===== src/rtl/div_datapath.sv =====
// Datapath for the sequential non-restoring unsigned divider: holds R, Q, D and the
// registered results, and reports the partial-remainder sign back to the controller.
module div_datapath #(
   parameter int WIDTH = 8
) (
   input  logic             clk_i,
   input  logic             reset_i,
   input  logic             load_i,
   input  logic             add_i,
   input  logic [1:0]       sel_i,
   input  logic             shift_i,
   input  logic             inbit_i,
   input  logic             valid_i,
   input  logic [WIDTH-1:0] dividend_i,
   input  logic [WIDTH-1:0] divisor_i,
   output logic             sign_o,
   output logic [WIDTH-1:0] quotient_o,
   output logic [WIDTH-1:0] remainder_o,
   output logic             div_zero_o
);

   typedef enum logic [1:0] {
      SEL_HOLD    = 2'b00,
      SEL_ITERATE = 2'b01,
      SEL_IDLE    = 2'b10,
      SEL_FINISH  = 2'b11
   } sel_e;

   logic [WIDTH:0]   r_q, r_d;
   logic [WIDTH-1:0] q_q, q_d;
   logic [WIDTH-1:0] d_q, d_d;
   logic [WIDTH-1:0] quot_q, quot_d;
   logic [WIDTH-1:0] rem_q, rem_d;
   logic             div_zero_q, div_zero_d;

   logic [WIDTH:0]   d_ext;
   logic [WIDTH:0]   r_shift;
   logic [WIDTH-1:0] q_shift;
   sel_e             sel;

   assign d_ext = {1'b0, d_q};
   assign sel   = sel_e'(sel_i);

   // Operand load has priority over the controller's sel decode; results are captured
   // from the post-update R/Q so valid can ride on the finish cycle itself.
   always_comb begin
      r_d        = r_q;
      q_d        = q_q;
      d_d        = d_q;
      quot_d     = quot_q;
      rem_d      = rem_q;
      div_zero_d = div_zero_q;
      r_shift    = r_q;
      q_shift    = q_q;

      if (load_i) begin
         r_d        = '0;
         q_d        = dividend_i;
         d_d        = divisor_i;
         div_zero_d = (divisor_i == '0);
      end else begin
         if (shift_i) begin
            r_shift = {r_q[WIDTH-1:0], q_q[WIDTH-1]};
            q_shift = {q_q[WIDTH-2:0], inbit_i};
         end
         case (sel)
            SEL_ITERATE: begin
               r_d = add_i ? (r_shift + d_ext) : (r_shift - d_ext);
               q_d = q_shift;
            end
            // Final quotient bit goes in; a negative remainder is corrected by adding D back.
            SEL_FINISH: begin
               q_d = q_shift;
               r_d = add_i ? (r_q + d_ext) : r_q;
            end
            default: begin
            end
         endcase
         if (valid_i) begin
            quot_d = q_d;
            rem_d  = r_d[WIDTH-1:0];
         end
      end
   end

   always_ff @(posedge clk_i) begin
      if (!reset_i) begin
         r_q        <= '0;
         q_q        <= '0;
         d_q        <= '0;
         quot_q     <= '0;
         rem_q      <= '0;
         div_zero_q <= 1'b0;
      end else begin
         r_q        <= r_d;
         q_q        <= q_d;
         d_q        <= d_d;
         quot_q     <= quot_d;
         rem_q      <= rem_d;
         div_zero_q <= div_zero_d;
      end
   end

   assign sign_o      = r_q[WIDTH];
   assign quotient_o  = quot_q;
   assign remainder_o = rem_q;
   assign div_zero_o  = div_zero_q;

endmodule


===== config.mk =====
export PLATFORM = sky130hd
export DESIGN_NAME = div_datapath
export DESIGN_NICKNAME = d
export VERILOG_FILES = /design/src/rtl/div_datapath.sv
export SDC_FILE = /design/constraint.sdc
export NUM_CORES = 1
export LEC_CHECK = 0
export CAP_MARGIN = 20
export CORE_MARGIN = 1
export CORE_UTILIZATION = 40
export DETAILED_ROUTE_END_ITERATION = 8
export HOLD_SLACK_MARGIN = 0.15
export PLACE_DENSITY_LB_ADDON = 0.1
export REMOVE_ABC_BUFFERS = 1
export SLEW_MARGIN = 20
export SYNTH_ARGS = -nofsm -noshare
export SYNTH_HDL_FRONTEND = slang
export SYNTH_SLANG_ARGS = --single-unit

===== constraint.sdc =====
create_clock -name clk_i -period 7.74 [get_ports clk_i]
set_input_delay 2.322 -clock clk_i [delete_from_list [all_inputs] [get_ports clk_i]]
set_output_delay 2.322 -clock clk_i [all_outputs]
set_load 0.05 [all_outputs]

==> results of run 1 <==
[worst paths after layout]
path / endpoint / slack (ns) / depth (start not counted)
worst max register to register: remainder_o[7] / 4.80 / 10
worst min-delay path: remainder_o[0] / 0.46 / 2
worst max-delay path: remainder_o[7] / 2.69 / 9
worst min register to register: remainder_o[0] / 0.46 / 2
[state kept, by name, indices dropped and copies added (netlist names)]
signal and count:
d_q 8, div_zero_o 1, q_q 8, quotient_o 8
r_q 9, remainder_o 8
[worst max-delay path: cells and delay by family]
family / cells / cell delay [ns]
buffers and inverters: 1 / 0.86
AOI/OAI and AO/OA: 4 / 0.85
muxes: 2 / 0.56
adders and majority gates: 1 / 0.31
and+or+nand+nor: 1 / 0.30
[cells in the mapped netlist, drive strengths merged (2+ instances only)]
cell	n	area, µm²
a211oi	8	65.1
nor2	20	75.1
o22ai	3	25.0
buf	2	10.0
ha	17	213
nor4	3	18.8
fa	2	40.0
a21oi	19	95.1
or4	2	18.8
clkbuf	16	60.1
nand3	5	25.0
and3	2	12.5
o21bai	2	15.0
nor2b	12	82.6
xor2	7	61.3
a21o	2	15.0
nand2b	9	56.3
o21ai	33	169
nand4b	2	17.5
nand2	31	116
o211ai	2	15.0
nand3b	3	22.5
xnor2	4	35.0
mux2	6	67.6
a211o	2	17.5
a31oi	4	25.0
a21boi	3	22.5
mux2i	21	210
dfxtp	42	841
o31ai	2	15.0
o211a	8	80.1
inv	13	48.8
nor3	5	25.0
o2bb2ai	2	17.5
and2	9	56.3
[power by group]
group	internal (mW)	switching, mW	total (mW)	leakage [nW]
logic	0.0639	0.0807	0.145	1.04
clock network	0.0617	0.0788	0.140	0.0362
registers	0.228	0.0111	0.239	0.345
total	0.353	0.171	0.524	1.42
[logic make-up (layout without fill, tap and decap cells)]
logic type,count (synthesis),in the layout,synth area share (%)
AND/OR/NAND/NOR,109,109,20.8
AO/OA/AOI/OAI,93,93,21.8
flip-flops,42,42,30.4
buffers and inverters,31,64,4.30
multiplexers,27,27,10.0
adder cells (fa/ha/maj),19,19,9.14
XOR/XNOR,11,11,3.49
[metrics by stage]
step / hold WS (ns) / setup WS, ns / area, µm² / std cells / util (%)
5_1_grt: 0.524 / 2.49 / 3310 / 442 / 51.0
2_1_floorplan: 0.530 / 3.57 / 2690 / 314 / -
3_5_place_dp: 0.458 / 2.40 / 3230 / 435 / 49.7
6_report: 0.463 / 2.69 / 3310 / 442 / 51.0
4_1_cts: 0.470 / 2.71 / 3310 / 442 / 51.0
3_3_place_gp: 0.453 / 2.50 / 3230 / 435 / 49.7
[layout make-up]
class                           instances  area, µm²
Tap cell                               77       96.3
Inverter                               13       48.8
Clock buffer                            5       68.8
Sequential cell                        42        841
Multi-Input combinational cell        259       1810
Fill cell                             650       3180
Clock inverter                          2       15.0
Timing Repair Buffer                   44        435
[per-layer routing]
layer / share of wire, % / wire length (µm)
met5: 0 / 0
met4: 0.74 / 50
met3: 4.9 / 334
met2: 44 / 2990
met1: 50 / 3380
==> impl_summary.log, run 1 <==
INFO  metric status = completed
INFO  metric global_route_total_overflow = 0
INFO  metric postSynth.topFlopCell = dfxtp_1
INFO  metric timing.hold.worst.start = remainder_o[0]
INFO  metric postSynthRegisterBits = 42
INFO  metric globalRouteMet3Util = 3.60%
INFO  metric slowest_delay = 0.86 ns
INFO  metric cts_tree = built
INFO  metric clock_latency_reported_for_the_late_side_of_the_worst_skew_pair = 0.29 ns
INFO  metric r2r_start = d_q[1]
INFO  metric rsz_0062_raised_after_global_routing = false
INFO  metric path_cells = clkdlybuf4s50_1 > mux2_2 > ha_1 > a211oi_1 > o21bai_1 > o31ai_1 > mux2i_1 > nor3_1 > a21oi_1
INFO  metric post-route-drc-count = 0
INFO  metric syn_inst = 332
INFO  metric timing_hold_violations_final = 0
INFO  metric slowest_stage = clkdlybuf4s50_1
INFO  metric cp-startpoint = add_i
INFO  metric final_net_count = 409
INFO  metric cts_hold_repair.buffers = 0
INFO  metric timing_max_transition_violations_final = 0
INFO  metric p_leak = 1.42 nW
INFO  metric synth_edf_count = 0
INFO  metric cts-buffers-inserted = 5
INFO  metric drt_pass1_iterations = 5
INFO  metric post_synth.cell_area_avg = 8.33 µm²
INFO  metric share_of_final_layout_standard_cells_stronger_than_drive_strength_1 = 6.30%
INFO  metric clock_sinks = 42
INFO  metric worst_hold_path_type = reg -> reg
INFO  metric gr-max-usage-layer = met2
INFO  metric initial_standard_cell_utilization_of_the_core = 42.6%
INFO  metric most-common-layout-cells = dfxtp_1, clkdlybuf4s50_1, nand2_1, o21ai_0, mux2i_1
INFO  metric viasPerCell = 5.59
INFO  metric actual_transition_at_the_worst_max_transition_pin = 1.05 ns
INFO  metric synth_cell_types = 50
INFO  metric ys_seq_area_share = 30.4%
INFO  metric final_min_period_over_clock_period = 65.3%
INFO  metric post_cts.repair.setup_buffers = 0
INFO  metric global_route_wire_length_before_repair = 11.4 mm
INFO  metric grtUsageTotal = 19.9%
INFO  metric clk_pin_slew_worst_paths = 0.08 ns
INFO  metric core_area = 0.00649 mm²
INFO  metric ys_warn_count = 0
INFO  metric drt-wirelength-per-cell = 15.3 µm
INFO  metric total_power = 524 µW
INFO  metric clock-root-buffer = clkbuf_8
INFO  metric fmax = 198 MHz
INFO  metric ctsLongestPathBuffers = 2
INFO  metric finalCriticalPeriod = 5.05 ns
INFO  metric worstSetupPathType = in -> reg
INFO  metric netlist_area = 0.00276 mm²
INFO  metric die-height = 85.1 µm
INFO  metric critical_path.startpoint_type = primary input
INFO  metric setup.worst_path.end_class = flip-flop
INFO  metric power.density_cell_area = 158 mW/mm²
INFO  metric via_count_of_the_first_global_routing_pass = 2361
INFO  metric grt_met2_usage = 31.5%
INFO  metric worst-path-max-fanout = 18
INFO  metric arrival = 5.19 ns
INFO  metric hpwl = 5.04 mm
INFO  metric route.antenna.remaining_nets = 0
INFO  metric gp_routability_congestion = 0.832
INFO  metric fin_skew = 0.00514 ns
INFO  metric io_buffer_count = 42
INFO  metric boundaryPins = 43
INFO  metric max_slew_headroom = 29.9%
INFO  metric diode_insertion_count_for_antenna_repair = 0
INFO  metric ctsHtreeMaxLevel = 2
INFO  metric max_cap_violations = 0
INFO  metric required = 7.87 ns
INFO  metric post_cts.resized_instances = 0
INFO  metric global_route_track_usage_on_met1 = 27.4%
INFO  metric maximum_number_of_pins_on_one_net_before_global_route_repair = 37
INFO  metric area_growth_synth_to_finish = 19.8%
INFO  metric totalWireLength = 6.76 mm
INFO  metric floorplan.rows = 29
INFO  metric async_flop_share = 0%
INFO  metric via_count = 2469
INFO  metric grt_antenna_before_repair = 0
INFO  metric die_x = 85.1 µm
INFO  metric 1st_iter_drt_viols = 177
INFO  metric final_total_negative_setup_slack = 0 ns
INFO  metric worst_ir_drop_vdd = 0.0974 mV
INFO  metric final-setup-viol-count = 0
INFO  metric design.die.area = 0.00725 mm²
No activity file was read; power rests on OpenSTA's default activity.
==> run 2: changes to the inputs <==
Clock period 7.74 ns to 4.2 ns, I/O delays scaled along.
==> run 2 against run 1 <==
Combinational power grew 88%. Critical endpoint unchanged. Sequential power grew 84%. Clock skew is essentially flat. Hold slack gained 0.0074 ns. Die area is the same. Count of clock-buffer cells in the layout grew 1.
==> impl_summary.log, run 2 (synthesis gave the netlist of run 1 again) <==
INFO  metric timing_max_transition_violations_final = 0 (unchanged)
INFO  metric status = completed
INFO  metric post_cts.resized_instances = 0 (unchanged)
INFO  metric totalWireLength = 6.85 mm (+1.3%)
INFO  metric drt-wirelength-per-cell = 15.3 µm (about the same)
INFO  metric critical_path.startpoint_type = primary input
INFO  metric die_x = 85.1 µm (unchanged)
INFO  metric finalCriticalPeriod = 3.65 ns
INFO  metric clock-root-buffer = clkbuf_8
INFO  metric slowest_stage = clkdlybuf4s50_1
INFO  metric timing.hold.worst.start = remainder_o[0]
INFO  metric initial_standard_cell_utilization_of_the_core = 42.6% (unchanged)
INFO  metric r2r_start = d_q[0]
INFO  metric post-route-drc-count = 0 (unchanged)
INFO  metric timing_hold_violations_final = 0 (unchanged)
INFO  metric fmax = 274 MHz
INFO  metric via_count = 2475 (+0.24%)
INFO  metric io_buffer_count = 42 (unchanged)
INFO  metric worstSetupPathType = in -> reg
INFO  metric final_net_count = 414 (+1.2%)
INFO  metric hold-path-endpoint = remainder_o[0]
INFO  metric route.antenna.remaining_nets = 0 (unchanged)
INFO  metric global_route_total_overflow = 0 (unchanged)
INFO  metric slowest_delay = 0.52 ns (-0.34 ns)
INFO  metric path_cells = clkdlybuf4s50_1 > buf_4 > mux2_2 > ha_1 > o21ai_0 > o21bai_1 > o31ai_1 > mux2i_1 > nor3_1 > a21oi_1
INFO  metric p_leak = 1.46 nW (+2.8%)
INFO  metric fin_area = 0.00338 mm² (+1.9%)
INFO  metric setup.worst_path.end_class = flip-flop
INFO  metric cts_hold_repair.buffers = 0 (unchanged)
INFO  metric global_route_wire_length_before_repair = 11.7 mm (+2.2%)
INFO  metric grt_antenna_before_repair = 0 (unchanged)
INFO  metric design.die.area = 0.00725 mm² (unchanged)
INFO  metric critPathTopFamily = compound AO/OA/AOI/OAI gates
INFO  metric required = 4.38 ns (-3.49 ns)
INFO  metric worst_ir_drop_vdd = 0.153 mV (+57%)
INFO  metric viasPerCell = 5.52 (-1.1%)
INFO  metric regMostFlops = r_q
INFO  metric clock_latency_reported_for_the_late_side_of_the_worst_skew_pair = 0.29 ns (about the same)
INFO  metric hpwl = 5.31 mm (+5.4%)
INFO  metric cts_tree = built
INFO  metric dpl-instance-area = 0.00327 mm² (+1.2%)
INFO  metric actual_transition_at_the_worst_max_transition_pin = 0.793 ns (-0.253 ns)
INFO  metric final-setup-viol-count = 0 (unchanged)
INFO  metric power.density_cell_area = 307 mW/mm² (+94%)
INFO  metric worst_hold_path.num_cells = 2 (unchanged)
INFO  metric reg2reg_depth = 10 (unchanged)
INFO  metric boundaryPins = 43 (unchanged)
INFO  metric worst_hold_path_type = reg -> reg
INFO  metric number_of_flip_flops_in_the_largest_register = 9 (unchanged)
INFO  metric path_buf_inv = 2 (+1)
INFO  metric final_total_negative_setup_slack = 0 ns (unchanged)
INFO  metric clk_pin_slew_worst_paths = 0.09 ns (about the same)
INFO  metric rsz_0062_raised_after_global_routing = false
INFO  metric max_slew_headroom = 46.6% (+17 points)
INFO  metric area_growth_synth_to_finish = 22.1%
INFO  metric floorplan.rows = 29 (unchanged)
INFO  metric cts-buffers-inserted = 5 (unchanged)
INFO  metric clock_sinks = 42 (unchanged)
INFO  metric die-height = 85.1 µm (unchanged)
INFO  metric ctsHtreeMaxLevel = 2 (unchanged)
INFO  metric gp_routability_congestion = 0.808 (-2.9%)
INFO  metric core_area = 0.00649 mm² (unchanged)
INFO  metric timing.reg2reg.setup_slack = 1.37 ns (-3.43 ns)
INFO  metric arrival = 3.83 ns (-1.36 ns)
INFO  metric maximum_number_of_pins_on_one_net_before_global_route_repair = 36 (-2.7%)
INFO  metric max_cap_violations = 0 (unchanged)
INFO  metric fin_skew = 0.00538 ns (+0.000239 ns)
INFO  metric via_count_of_the_first_global_routing_pass = 2432 (+3.0%)
INFO  metric final_min_period_over_clock_period = 87.0%
INFO  metric drt_pass1_iterations = 4 (-1)
INFO  metric diode_insertion_count_for_antenna_repair = 0 (unchanged)
INFO  metric worst-path-max-fanout = 10 (-8)
INFO  metric share_of_final_layout_standard_cells_stronger_than_drive_strength_1 = 7.55% (+1.2 points)
INFO  metric reg2reg_to = remainder_o[7]
INFO  metric grtUsageTotal = 20.3% (+0.46 points)
INFO  metric most-common-layout-cells = dfxtp_1, clkdlybuf4s50_1, nand2_1, o21ai_0, mux2i_1
INFO  metric ctsLongestPathBuffers = 2 (unchanged)
INFO  metric 1st_iter_drt_viols = 128 (-28%)
INFO  metric post_cts.repair.setup_buffers = 0 (unchanged)
==> run 2: layout make-up <==
class                      count  area (µm²)
timing repair buffer          49         473
inverter                      13        48.8
clock buffer                   6        72.6
clock inverter                 2        37.5
fill                         653        3120
tap                           77        96.3
multi-input combinational    259        1810
sequential                    42         841
==> run 2: tightest hold or removal path, delay by kind of cell (launching register included) <==
kind	cells	cell delay [ns]
AOI/OAI and AO/OA	1	0.07
DFF	1	0.32
and+or+nand+nor	1	0.05
==> run 2: report_power, final <==
group	internal, mW	switching (mW)
combinational	0.121	0.152
sequential	0.420	0.0204
clock	0.178	0.145
total	0.718	0.317
==> run 2: worst max-delay path by stage <==
stage,from,to,slack [ns],cells past startpoint
after global placement,shift_i,remainder_o[7],0.40,10
after floorplan,shift_i,r_q[8],1.09,10
after global routing,shift_i,remainder_o[7],0.33,10
after detailed placement,shift_i,remainder_o[7],0.27,10
after CTS,shift_i,remainder_o[7],0.58,10
final,shift_i,remainder_o[7],0.55,10
==> run 2: metal layers <==
metal / share of wire [%] / vias up / GRT usage, %
met1: 51 / 1143 / 28.9
met2: 42 / 57 / 30.9
li1: - / 1267 / -
met4: 1.5 / 0 / 6.63
met5: 0 / - / 0
met3: 5.0 / 8 / 3.89
==> run 2: through the flow <==
step / total power, mW / util (%) / std cells / hold WS, ns / setup WS, ns
floorplan: 0.619 / - / 314 / 0.530 / 1.09
global placement: 0.719 / 50.3 / 440 / 0.454 / 0.400
detailed placement: 0.722 / 50.3 / 440 / 0.464 / 0.269
CTS: 1.04 / 52.0 / 448 / 0.477 / 0.583
global route: 1.09 / 52.0 / 448 / 0.503 / 0.333
finish: 1.03 / 52.0 / 448 / 0.470 / 0.548
